File: config.mk
export PLATFORM = sky130hd
export DESIGN_NAME = blit_ram_arb
export DESIGN_NICKNAME = d
export VERILOG_FILES = /design/src/rtl/blit_pkg.sv /design/src/rtl/blit_arb_pick.sv /design/src/rtl/blit_ram_arb.sv
export SDC_FILE = /design/constraint.sdc
export NUM_CORES = 1
export LEC_CHECK = 0
export ABC_AREA = 1
export CORE_MARGIN = 2
export CORE_UTILIZATION = 40
export CTS_CLUSTER_SIZE = 16
export DETAILED_ROUTE_END_ITERATION = 12
export GPL_TIMING_DRIVEN = 0
export HOLD_SLACK_MARGIN = 0.02
export PLACE_DENSITY = 0.86
export SLEW_MARGIN = 10
export SYNTH_ARGS = -nofsm -noshare
export SYNTH_HDL_FRONTEND = slang
export SYNTH_HIERARCHICAL = 1
export SYNTH_SLANG_ARGS = --single-unit
File: constraint.sdc
create_clock -name clk -period 1.8 [get_ports clk]
set_input_delay 0.36 -clock clk [delete_from_list [all_inputs] [get_ports clk]]
set_output_delay 0.36 -clock clk [all_outputs]
set_load 0.05 [all_outputs]
File: src/rtl/blit_pkg.sv
// Shared types and widths for the blit RAM arbiter.
// Both requesters issue 18-bit byte addresses and move 16-bit data words.
package blit_pkg;

  localparam int BLIT_ADDR_W = 18;
  localparam int BLIT_DATA_W = 16;

  typedef enum logic [1:0] {
    ST_IDLE  = 2'd0,
    ST_ISSUE = 2'd1,
    ST_WAIT  = 2'd2,
    ST_DONE  = 2'd3
  } blit_state_e;

  typedef enum logic {
    OWN_CPU = 1'b0,
    OWN_VID = 1'b1
  } blit_own_e;

endpackage

File: src/rtl/blit_arb_pick.sv
// Grant selection: video has fixed priority over the CPU, except when the CPU
// has already waited through VID_MAX consecutive video grants.
module blit_arb_pick
  import blit_pkg::*;
#(
  parameter int VID_MAX = 4,
  parameter int VCNT_W  = 3
) (
  input  logic              cpu_req,
  input  logic              vid_req,
  input  logic [VCNT_W-1:0] vcnt,
  output logic              grant,
  output blit_own_e         owner
);

  localparam logic [VCNT_W-1:0] VCNT_MAX = VCNT_W'(VID_MAX);

  always_comb begin
    grant = 1'b0;
    owner = OWN_CPU;
    if (vid_req && !(cpu_req && (vcnt == VCNT_MAX))) begin
      grant = 1'b1;
      owner = OWN_VID;
    end else if (cpu_req) begin
      grant = 1'b1;
      owner = OWN_CPU;
    end
  end

endmodule

File: src/rtl/blit_ram_arb.sv
// Arbiter sharing the blit RAM port between the CPU and the video fetcher.
// Every access is a fixed four-cycle sequence with a single-cycle ram_req pulse.
//
// state | meaning
// IDLE  | waiting for a request; grant and latch the owner's access
// ISSUE | ram_req high for this one cycle
// WAIT  | waiting for ram_ack; capture ram_rdata for the owner
// DONE  | owner's ack pulse
module blit_ram_arb
  import blit_pkg::*;
#(
  parameter int VID_MAX = 4
) (
  input  logic                   clk,
  input  logic                   rstn,
  input  logic                   cpu_req,
  input  logic [BLIT_ADDR_W-1:0] cpu_addr,
  input  logic                   cpu_we,
  input  logic [BLIT_DATA_W-1:0] cpu_wdata,
  input  logic [1:0]             cpu_wstrb,
  output logic                   cpu_ack,
  output logic [BLIT_DATA_W-1:0] cpu_rdata,
  input  logic                   vid_req,
  input  logic [BLIT_ADDR_W-1:0] vid_addr,
  output logic                   vid_ack,
  output logic [BLIT_DATA_W-1:0] vid_rdata,
  output logic                   ram_req,
  output logic [BLIT_ADDR_W-1:0] ram_addr,
  output logic [BLIT_DATA_W-1:0] ram_wdata,
  output logic [1:0]             ram_wstrb,
  output logic                   ram_we,
  input  logic                   ram_ack,
  input  logic [BLIT_DATA_W-1:0] ram_rdata
);

  localparam int VCNT_W = (VID_MAX < 1) ? 1 : $clog2(VID_MAX + 1);
  localparam logic [VCNT_W-1:0] VCNT_MAX = VCNT_W'(VID_MAX);

  blit_state_e       state, state_nxt;
  blit_own_e         own;
  logic [VCNT_W-1:0] vcnt;
  logic              grant;
  blit_own_e         pick_own;

  blit_arb_pick #(
    .VID_MAX(VID_MAX),
    .VCNT_W (VCNT_W)
  ) u_pick (
    .cpu_req(cpu_req),
    .vid_req(vid_req),
    .vcnt   (vcnt),
    .grant  (grant),
    .owner  (pick_own)
  );

  always_ff @(posedge clk or negedge rstn) begin
    if (!rstn) state <= ST_IDLE;
    else       state <= state_nxt;
  end

  always_comb begin
    state_nxt = state;
    case (state)
      ST_IDLE:  if (grant) state_nxt = ST_ISSUE;
      ST_ISSUE: state_nxt = ST_WAIT;
      ST_WAIT:  if (ram_ack) state_nxt = ST_DONE;
      ST_DONE:  state_nxt = ST_IDLE;
      default:  state_nxt = ST_IDLE;
    endcase
  end

  // Outputs decode straight from registered state, so they are glitch-free
  // and fall to their reset values the moment rstn asserts.
  assign ram_req = (state == ST_ISSUE);
  assign cpu_ack = (state == ST_DONE) && (own == OWN_CPU);
  assign vid_ack = (state == ST_DONE) && (own == OWN_VID);

  always_ff @(posedge clk or negedge rstn) begin
    if (!rstn) begin
      own       <= OWN_CPU;
      vcnt      <= '0;
      ram_addr  <= '0;
      ram_wdata <= '0;
      ram_wstrb <= '0;
      ram_we    <= 1'b0;
      cpu_rdata <= '0;
      vid_rdata <= '0;
    end else begin
      if (state == ST_IDLE) begin
        if (grant) begin
          own <= pick_own;
          if (pick_own == OWN_VID) begin
            ram_addr  <= vid_addr;
            ram_we    <= 1'b0;
            ram_wstrb <= 2'b00;
          end else begin
            ram_addr  <= cpu_addr;
            ram_wdata <= cpu_wdata;
            ram_wstrb <= cpu_wstrb;
            ram_we    <= cpu_we;
          end
        end
        // vcnt tracks video grants taken while the CPU was kept waiting
        if (!cpu_req) begin
          vcnt <= '0;
        end else if (grant && (pick_own == OWN_CPU)) begin
          vcnt <= '0;
        end else if (grant && (vcnt != VCNT_MAX)) begin
          vcnt <= vcnt + VCNT_W'(1);
        end
      end
      if ((state == ST_WAIT) && ram_ack) begin
        if (own == OWN_CPU) cpu_rdata <= ram_rdata;
        else                vid_rdata <= ram_rdata;
      end
    end
  end

endmodule

==> implementation parameters, run 1 <==
Parameter                              Value

Setup path
  Critical path required time ... 1440 ps
  CP max FO ... 3
  CP endpoint kind ... primary output
  Highest cell delay on the worst timing path ... 380 ps
  Nature of the critical path startpoint ... flip-flop
  Setup Crit Path Kind ... reg2out
  Series of cell instances along the critical path ... ha_1 -> inv_1 -> nor2_1 -> buf_2
  Slowest cell on the critical path ... dfrtp_1
  Data arrival at the endpoint of the critical path ... 1300 ps

Clocking
  Source-to-sink clock delay at the later pin of the worst-skew pair ... 330 ps
  Clock sink total ... 75
  Clock slew at reported path FFs ... ~70 ps
  Max clock buf depth ... 2
  Maximum level of the CTS H-tree ... 3
  Buffer type at the clock tree root ... clkbuf_8
  TritonCTS clock tree ... done
  CTS Buf Count ... 9
  Buffers inserted by post-CTS timing repair ... 0

Synthesis
  Syn Area/Cell ... 8.83 um2
  Asr flop ratio synth ... between 90% and 100%
  Synth top cells by count ... nand2_1 (151), dfrtp_1 (75), inv_1 (32), o21ai_0 (32), nand3_1 (26)
  Number of synthesized flops with an enable pin ... 0
  Ranking of synthesized cells by area ... dfrtp_1 (60%), nand2_1 (18%), o21ai_0 (5.1%), nand3_1 (4.2%), inv_1 (3.9%)
  Sequential element share of the synthesized area ... 60.2%
  Cells after Synth ... 353
  Synthesized Nets ... 435
  Ys flop type ... dfrtp_1
  Count leader, synth ... nand2_1
  Distinct cells, synth ... 17
  Dominant cell type by area after synthesis ... dfrtp_1
  Area share of the largest cell type after synthesis ... 60.2%
  Cell area after synthesis ... 3120 um2
  Flop and latch count out of synthesis ... 75
  Yosys warns ... 6

GRT
  GR met3 Demand/Resource ... 3.12%
  Met2 Use GR ... a little over a third
  Global Route met1 Usage ... between 20% and 30%
  Aggregate global-route resource usage ... 20.6%
  Antenna violations before repair ... 0
  Wire length of the first global-routing pass ... 13800 um
  Pin count of the biggest net entering global routing ... 41
  Global-route layer with the greatest usage ... met2
  Total gr overflow ... 0
  Vias in the first global route ... 2915

Drt
  Total wire length ... 8380 um
  Number of optimization iterations in the first detailed-route pass ... 4
  Total DRC errors in the routed layout ... 0
  DR WL/cell ... 13.5 um
  Total vias in the final route ... between 2000 and 3000
  Via density ... 4.70
  Number of DRC markers in iteration 0 ... between 100 and 150
  Routed Antenna Nets ... 0

Hold path
  Type of the most critical hold path ... reg2reg

STA
  Minimum clock period ... 1660 ps
  Setup repair after global routing missed its margin ... false
  Relative slew slack ... 64.0%
  Fin crit share ... between 90% and 100%
  Final hold violation count ... 0
  Slew at the pin closest to its max-slew limit ... between 500 and 600 ps
  Pins Over Slew Limit ... 0
  Achievable frequency ... 602 MHz
  Hold slack ... 467 ps
  Final setup viols ... 0
  Clock tree skew after final layout ... 12.4 ps
  Post-layout worst setup margin ... 139 ps

Floorplan
  Core ar. ... 7650 um2
  Width of the chip ... ~92 um
  Site row count ... 32
  Boundary pin count ... 148
  Height of the die ... around 92 um
  Total Die Area ... 8510 um2
  Initial core utilization ... between 40% and 50%

Final layout
  Total area of multi-input combinational cells ... between 1000 and 1500 um2
  Number of nets in the layout ... 595
  Fraction of layout instances using a drive strength above 1 ... 5.98%
  Area Overhead vs Synth ... 56.0%
  Final core area utilization ... 63.6%
  Filler Cells Inserted ... around 650
  Area taken by flip-flops and latches ... between 1500 and 2000 um2
  Number of antenna repair diodes ... 0

Placement
  Worst Setup Slack post-DPL ... -278 ps
  DPL Wire Length ... 6450 um
  Final weighted congestion of routability-driven global placement ... between 0.8 and 0.9
  Number of I/O port buffers ... about 150

Job
  Max_cap viols ... 0

Power and ir drop
  Standby leakage power ... 2.58 nW
  Peak VDD IR ... approximately 1.1 mV
  Power per standard cell area ... 1960 nW/um2

Run status
  Status ... complete, no violations
-- cell type report --
cell class	count	area share, %
Buffer	14	1.72
Clock buffer	12	2.99
Clock inverter	4	1.52
Inverter	33	2.55
Multi-Input combinational cell	231	21.2
Sequential cell	75	38.6
Tap cell	102	2.63
Timing Repair Buffer	149	28.8
-- state kept, by name (all words and copies together), names as in the netlist --
signal and flops:
cpu_rdata 16, own 1, ram_addr 18, ram_wdata 16, ram_we 1, ram_wstrb 2
state 2, vcnt 3, vid_rdata 16
-- placed cells by master (no fill, tap or decap), types with 2 or more instances in the layout --
| cell | Yosys | layout |
|---|---|---|
| clkbuf_8 | 0 | 10 |
| o21ai_0 | 32 | 32 |
| dlygate4sd2_1 | 0 | 69 |
| clkbuf_1 | 7 | 8 |
| buf_4 | 1 | 2 |
| dfrtp_1 | 75 | 75 |
| nor2_1 | 5 | 5 |
| clkdlybuf4s50_1 | 0 | 74 |
| nand3_1 | 26 | 26 |
| bufinv_16 | 0 | 2 |
| a22o_1 | 3 | 3 |
| buf_2 | 3 | 6 |
| nand2_1 | 151 | 151 |
| inv_1 | 32 | 32 |
| a21oi_1 | 4 | 4 |
| buf_6 | 3 | 3 |
| ha_1 | 6 | 6 |
| nor2_4 | 2 | 2 |
-- where the power goes --
part,switching [W],internal (W)
registers,0.000410,0.00245
logic,0.00390,0.00137
clock network,0.000593,0.000821
-- kinds of logic after synthesis --
logic type,Yosys count,share of synthesized area (%)
and+or+nand+nor,186,24.1
DFF,75,60.2
buffers and inverters,47,6.63
AOI/OAI and AO/OA,39,6.63
adders and majority gates,6,2.41
-- per-stage QoR --
step	setup TNS (ps)	instances	power [W]	instance area, um2
final	0	620	0.00954	4860
after global routing	0	620	0.0101	4860
after CTS	0	620	0.00963	4870
after detailed placement	-6110	603	0.00873	4730
after global placement	-160860	602	0.00856	4710
after floorplan	0	353	0.00660	3120
-- critical path: cells and delay by family, from the launching register on --
| kind | cells | cell delay [ps] |
|---|---|---|
| buffers and inverters | 2 | 330 |
| flip-flops | 1 | 380 |
| AND/OR/NAND/NOR | 1 | 80 |
| adder cells (fa/ha/maj) | 1 | 180 |
-- path summary, 6_finish.rpt --
path / end / cells after the start / slack (ps) / start
worst max-delay path: cpu_ack / 4 / 140 / state[0]
worst min-delay path: ram_wdata[14] / 2 / 470 / ram_wdata[14]
worst max register to register: ram_wdata[10] / 8 / 170 / state[1]
worst min register to register: ram_wdata[14] / 2 / 470 / ram_wdata[14]
max in group asynchronous: ram_addr[3] / 3 / 730 / rstn
min in group asynchronous: vid_rdata[4] / 2 / 500 / rstn
-- layer usage --
layer	vias to the layer above	routed length, um	part of all wire (%)
li1	1414	-	-
met1	1378	3440	41
met2	108	4290	51
met3	17	439	5.2
met4	0	216	2.6
met5	-	0	0
-- timing repair --
action / 4_1_cts / 5_1_grt
hold endpoints to repair: 35 / 0
hold buffers: 1 / 0
setup endpoints to repair: 72 / 5
resized for setup: 80 / 6
Note: power is estimated with default switching activity, not from simulation.
==> inputs of run 2 (changes only) <==
--- a/config.mk
+++ b/config.mk
@@ -7,12 +7,12 @@
 export LEC_CHECK = 0
 export ABC_AREA = 1
 export CORE_MARGIN = 2
-export CORE_UTILIZATION = 40
-export CTS_CLUSTER_SIZE = 16
+export CORE_UTILIZATION = 25
+export CTS_CLUSTER_DIAMETER = 100
 export DETAILED_ROUTE_END_ITERATION = 12
 export GPL_TIMING_DRIVEN = 0
 export HOLD_SLACK_MARGIN = 0.02
-export PLACE_DENSITY = 0.86
+export PLACE_DENSITY = 0.6
 export SLEW_MARGIN = 10
 export SYNTH_ARGS = -nofsm -noshare
 export SYNTH_HDL_FRONTEND = slang
==> run 2 against run 1 <==
Compared with the run above: sequential share of layout area is 1.8 points lower; via count is 2.6% lower; first-iteration DRC count is 15% lower; non-clock buffer count is 3 higher; utilization is 21 points lower; largest power group unchanged; combinational power hardly changed; critical path type unchanged; die area is 57% higher.
==> implementation parameters, run 2 (synthesized netlist as in run 1, its figures left out) <==
Parameter                              Value

Final layout
  Filler Cells Inserted ... 1251
  Fraction of layout instances using a drive strength above 1 ... 7.29%
  Non-filler cells in the finished layout ... 689
  Number of antenna repair diodes ... 0
  Number of nets in the layout ... 598
  Flip-flop count of the largest register, all copies and words added ... 18
  Reg with most FFs ... ram_addr
  Commonest non-fill, non-tap cell in the layout ... nand2_1
  Area Overhead vs Synth ... 63.6%
  Final core area utilization ... between 40 and 50%
  Most frequent cells in the layout ... nand2_1 (151), dfrtp_1 (75), clkdlybuf4s50_1 (74)

Setup path
  Highest cell delay on the worst timing path ... 380 ps
  CP endpoint kind ... primary output
  CP max FO ... 3
  Nature of the critical path startpoint ... flip-flop
  Series of cell instances along the critical path ... ha_1 -> inv_1 -> nor2_1 -> clkdlybuf4s18_2
  Critical path required time ... 1440 ps
  Setup Crit Path Kind ... reg2out
  Data arrival at the endpoint of the critical path ... 1370 ps
  Slowest cell on the critical path ... dfrtp_1

Drt
  DR WL/cell ... 13.3 um
  Number of DRC markers in iteration 0 ... 96
  Total wire length ... approximately 9200 um
  Number of optimization iterations in the first detailed-route pass ... 5
  Via density ... 4.12
  Total vias in the final route ... 2841
  Total DRC errors in the routed layout ... 0
  Routed Antenna Nets ... 0

Placement
  Number of I/O port buffers ... roughly 150
  DPL Wire Length ... a little under 7000 um
  Cells after DPL ... 669
  Worst Setup Slack post-DPL ... -256 ps
  Final weighted congestion of routability-driven global placement ... 0.749

Floorplan
  Core ar. ... between 10000 and 15000 um2
  Initial core utilization ... 25.7%
  Total Die Area ... 13400 um2
  Width of the chip ... 116 um
  Site row count ... 40
  Height of the die ... 116 um
  Boundary pin count ... 148

Clocking
  Source-to-sink clock delay at the later pin of the worst-skew pair ... 330 ps
  CTS Buf Count ... 9
  Maximum level of the CTS H-tree ... 3
  Clock sink total ... 75
  Max clock buf depth ... 2
  TritonCTS clock tree ... done
  Buffer type at the clock tree root ... clkbuf_16
  Clock slew at reported path FFs ... roughly 60 ps

STA
  Relative slew slack ... 63.9%
  Pins Over Slew Limit ... 0
  Setup repair after global routing missed its margin ... false
  Final setup viols ... 0
  Post-layout worst setup margin ... 73.9 ps
  Final hold violation count ... 0
  Slew at the pin closest to its max-slew limit ... 544 ps
  Achievable frequency ... a little under 600 MHz
  Hold slack ... 463 ps
  Minimum clock period ... 1730 ps
  Clock tree skew after final layout ... between 2 and 3 ps
  Fin crit share ... 95.9%

Power and ir drop
  Internal power ... 0.00514 W
  Power per standard cell area ... between 1500 and 2000 nW/um2
  Post-layout total power ... 0.0101 W
  Standby leakage power ... 2.65 nW
  Clk network pwr share ... 19.3%
  Switching share of total power ... 49.2%
  Peak VDD IR ... 1.06 mV
  Sequential share of power ... 28.5%
  Net Switching ... 0.00498 W
  Logic pwr share ... around 52%

Hold path
  Type of the most critical hold path ... reg2reg

GRT
  Total gr overflow ... 0
  Antenna violations before repair ... 0
  Wire length of the first global-routing pass ... 14100 um
  Pin count of the biggest net entering global routing ... 40
  Aggregate global-route resource usage ... 13.7%
  Vias in the first global route ... between 2000 and 3000

Job
  Max_cap viols ... 0

Run status
  Status ... complete, no violations
run 2: repair_timing:
| item | 4_1_cts | 5_1_grt |
|---|---|---|
| resized for setup | 78 | 7 |
| endpoints found under the hold margin | 22 | 0 |
| pin swaps | 0 | 1 |
| endpoints found under the setup margin | 72 | 13 |
| hold buffers | 1 | 0 |
| setup buffers | 0 | 3 |
run 2: final cells by class:
cell class | instances | area [um2] | share of cell area (%)
Tap cell | 168 | 210 | 4.12
Timing Repair Buffer | 152 | 1440 | 28.2
Sequential cell | 75 | 1880 | 36.8
Multi-Input combinational cell | 231 | 1040 | 20.3
Inverter | 33 | 124 | 2.43
Clock inverter | 5 | 75.1 | 1.47
Clock buffer | 11 | 253 | 4.96
Buffer | 14 | 85.1 | 1.67
run 2: path summary, 6_finish.rpt:
kind | startpoint | endpoint | slack (ps) | depth (start not counted)
setup / recovery | state[1] | cpu_ack | 70 | 4
hold / removal | ram_wdata[4] | ram_wdata[4] | 460 | 2
setup reg to reg | state[1] | ram_wstrb[0] | 180 | 5
hold reg to reg | ram_wdata[4] | ram_wdata[4] | 460 | 2
max in group asynchronous | rstn | vid_rdata[5] | 650 | 3
min in group asynchronous | rstn | ram_wstrb[1] | 570 | 2
run 2: per-stage QoR:
step / area (um2) / TNS, ps
floorplan: 3120 / 0
global placement: 4800 / -177370
detailed placement: 4810 / -5660
CTS: 5070 / 0
global route: 5100 / 0
finish: 5100 / 0
run 2: power by group through the flow:
stage	clock network [W]	registers, W	logic [W]
after floorplan	0	0.00536	0.00124
final	0.00195	0.00288	0.00528
after CTS	0.00202	0.00289	0.00532
after global placement	0	0.00290	0.00576
after global routing	0.00211	0.00298	0.00565
after detailed placement	0	0.00292	0.00581
run 2: metal layers:
layer / part of all wire (%) / GRT usage [%]
met1: 43 / 16.4
met2: 47 / 23.4
met3: 8.8 / 4.13
met4: 1.4 / 5.00
met5: 0 / 0
run 2: critical path, delay by kind of cell, from the launching register on:
family                     cells  cell delay, ps
DFF                            1             380
and+or+nand+nor                1              80
buffers and inverters          2             410
adders and majority gates      1             170
==> inputs of run 3 (changes only) <==
--- a/config.mk
+++ b/config.mk
@@ -8,10 +8,11 @@
 export ABC_AREA = 1
 export CORE_MARGIN = 2
 export CORE_UTILIZATION = 25
-export CTS_CLUSTER_DIAMETER = 100
+export CTS_CLUSTER_DIAMETER = 200
 export DETAILED_ROUTE_END_ITERATION = 12
 export GPL_TIMING_DRIVEN = 0
 export HOLD_SLACK_MARGIN = 0.02
+export MAX_ROUTING_LAYER = met4
 export PLACE_DENSITY = 0.6
 export SLEW_MARGIN = 10
 export SYNTH_ARGS = -nofsm -noshare
==> run 3 against run 2 <==
Compared with the run above: fmax barely moved; routed wire length rose by 0.27%; critical endpoint unchanged; sequential cell count did not move; die area did not move; largest power group unchanged; sequential power barely moved; cell count did not move; power barely moved; clock skew barely moved; clock power barely moved; setup slack got worse by 0.97 ps; global-route usage rose by 0.46 points; utilization barely moved.
==> implementation parameters, run 3 (synthesized netlist as in run 1, its figures left out) <==
Parameter                              Value

Drt
  Number of DRC markers in iteration 0 ... 95
  Sum of routed wire segments on met1 ... 4030 um
  DR WL/cell ... roughly 13 um
  Total DRC errors in the routed layout ... 0
  Routed Antenna Nets ... 0
  Total vias in the final route ... 2832
  Metal2 WL ... 4300 um
  Met3 Wirelength ... 740 um
  Number of optimization iterations in the first detailed-route pass ... 5
  Top routing layer used ... met4
  Total wire length ... between 9000 and 10000 um
  Via density ... 4.11

Final layout
  Filler Cells Inserted ... 1252
  Commonest non-fill, non-tap cell in the layout ... nand2_1
  Fraction of layout instances using a drive strength above 1 ... 7.49%
  Area Overhead vs Synth ... 63.7%
  Most frequent cells in the layout ... nand2_1 (151), dfrtp_1 (75), clkdlybuf4s50_1 (74)
  Number of antenna repair diodes ... 0
  Reg with most FFs ... ram_addr
  Flip-flop count of the largest register, all copies and words added ... 18
  Number of nets in the layout ... 598
  Final core area utilization ... 42.1%

Clocking
  TritonCTS clock tree ... done
  Max clock buf depth ... 2
  Source-to-sink clock delay at the later pin of the worst-skew pair ... approximately 330 ps
  CTS Buf Count ... 9
  Clock slew at reported path FFs ... 60 ps
  Clock sink total ... 75
  Maximum level of the CTS H-tree ... 3
  Buffer type at the clock tree root ... clkbuf_16

Power and ir drop
  Power per standard cell area ... between 1500 and 2000 nW/um2
  Post-layout total power ... 0.0101 W
  Peak VDD IR ... around 1.1 mV
  Logic pwr share ... 52.2%
  Clk network pwr share ... between 10% and 20%
  Standby leakage power ... 2.65 nW
  Internal power ... 0.00514 W
  Switching share of total power ... 49.2%
  Net Switching ... around 0.005 W
  Sequential share of power ... 28.5%

Placement
  DPL Wire Length ... 6880 um
  Number of I/O port buffers ... 147
  Final weighted congestion of routability-driven global placement ... 0.759

GRT
  Antenna violations before repair ... 0
  Aggregate global-route resource usage ... 14.2%
  Total gr overflow ... 0
  Pin count of the biggest net entering global routing ... 40
  Vias in the first global route ... 2772
  Wire length of the first global-routing pass ... around 14000 um

Hold path
  Worst Min Path Start ... ram_wdata[4]
  Type of the most critical hold path ... reg2reg

STA
  Minimum clock period ... between 1500 and 2000 ps
  Fin crit share ... 95.9%
  Hold slack ... ~460 ps
  Final hold violation count ... 0
  Final setup viols ... 0
  Clock tree skew after final layout ... 2.53 ps
  Achievable frequency ... a little under 600 MHz
  Setup TNS after final layout ... 0 ps
  Slew at the pin closest to its max-slew limit ... 544 ps
  Relative slew slack ... 63.9%
  Setup repair after global routing missed its margin ... false
  Pins Over Slew Limit ... 0

Floorplan
  Width of the chip ... 116 um
  Height of the die ... 116 um
  Site row count ... 40
  Total Die Area ... 13400 um2
  Boundary pin count ... 148
  Core ar. ... 12100 um2
  Initial core utilization ... approximately 26%

Setup path
  Capturing instance or port of the critical path ... cpu_ack
  Nature of the critical path startpoint ... flip-flop
  Reg-to-reg endpoint ... vid_rdata[7]
  Startpoint of the worst-slack reg-to-reg timing path ... state[0]
  CP Launch Point ... state[1]
  Family of cells with the greatest summed delay on the critical path ... buffers and inverters
  Setup Crit Path Kind ... reg2out
  Worst reg2reg path depth ... 6
  CP endpoint kind ... primary output
  Series of cell instances along the critical path ... ha_1 -> inv_1 -> nor2_1 -> clkdlybuf4s18_2
  Highest cell delay on the worst timing path ... 380 ps
  CP max FO ... 3
  Reg-to-reg slack, setup ... 170 ps
  Number of buffer and inverter instances along the worst setup path ... 2
  Number of gates on the worst path with buffers counted ... 4
  Critical path required time ... 1440 ps
  Data arrival at the endpoint of the critical path ... 1370 ps
  Slowest cell on the critical path ... dfrtp_1

Run status
  Status ... complete, no violations

Job
  Max_cap viols ... 0
==> run 3: cell types whose count changed in the layout (fill, tap and decap cells not counted) <==
cell and change:
buf_1 -1, clkbuf_2 +1
==> run 3: through the flow <==
stage / setup slack, ps / area, um2 / cells
floorplan: 250 / 3120 / 353
global placement: -2300 / 4800 / 668
detailed placement: -256 / 4810 / 669
CTS: 64.1 / 5070 / 686
global route: 2.98 / 5100 / 689
finish: 72.9 / 5100 / 689
==> run 3: power by group through the flow <==
stage	registers, W	clock network (W)	logic [W]
2_1_floorplan	0.00536	0	0.00124
3_3_place_gp	0.00290	0	0.00576
3_5_place_dp	0.00292	0	0.00581
4_1_cts	0.00289	0.00202	0.00532
5_1_grt	0.00298	0.00211	0.00565
6_report	0.00288	0.00196	0.00529
==> run 3: area by class of cell <==
cell class / instances / area, um2 / area share [%]
flip-flops and latches: 75 / 1880 / 36.8
repair buffers: 152 / 1440 / 28.2
multi-input cells: 231 / 1040 / 20.3
clock buffers: 11 / 253 / 4.96
well taps: 168 / 210 / 4.12
inverters: 33 / 124 / 2.43
plain buffers: 14 / 86.3 / 1.69
clock inverters: 5 / 75.1 / 1.47
==> run 3: worst min-delay path, delay by kind of cell, from the launching register on <==
kind,cells,cell delay (ps)
flops,1,340
simple gates,2,90
==> run 3: repair_timing <==
action                                  4_1_cts  5_1_grt
buffers inserted                              0        3
endpoints found under the setup margin       72       13
hold buffers                                  1        0
resized for setup                            78        8
hold endpoints to repair                     22        0
gates cloned                                  0        0
pin swaps                                     0        1
==> run 3: how the worst min path moves through the flow <==
stage / endpoint / slack, ps / cells past startpoint
final: ram_wdata[4] / 460 / 2
after CTS: ram_wdata[1] / 470 / 2
after detailed placement: ram_addr[13] / 370 / 1
after floorplan: cpu_rdata[0] / 60 / 0
after global placement: ram_wdata[0] / 450 / 2
after global routing: ram_wdata[1] / 490 / 2
==> run 3: layer usage <==
layer | vias to the layer above | global-route usage [%]
met3 | 9 | 3.56
met1 | 1297 | 17.0
met4 | 0 | 5.00
met2 | 106 | 23.2
li1 | 1420 | -
met5 | - | -
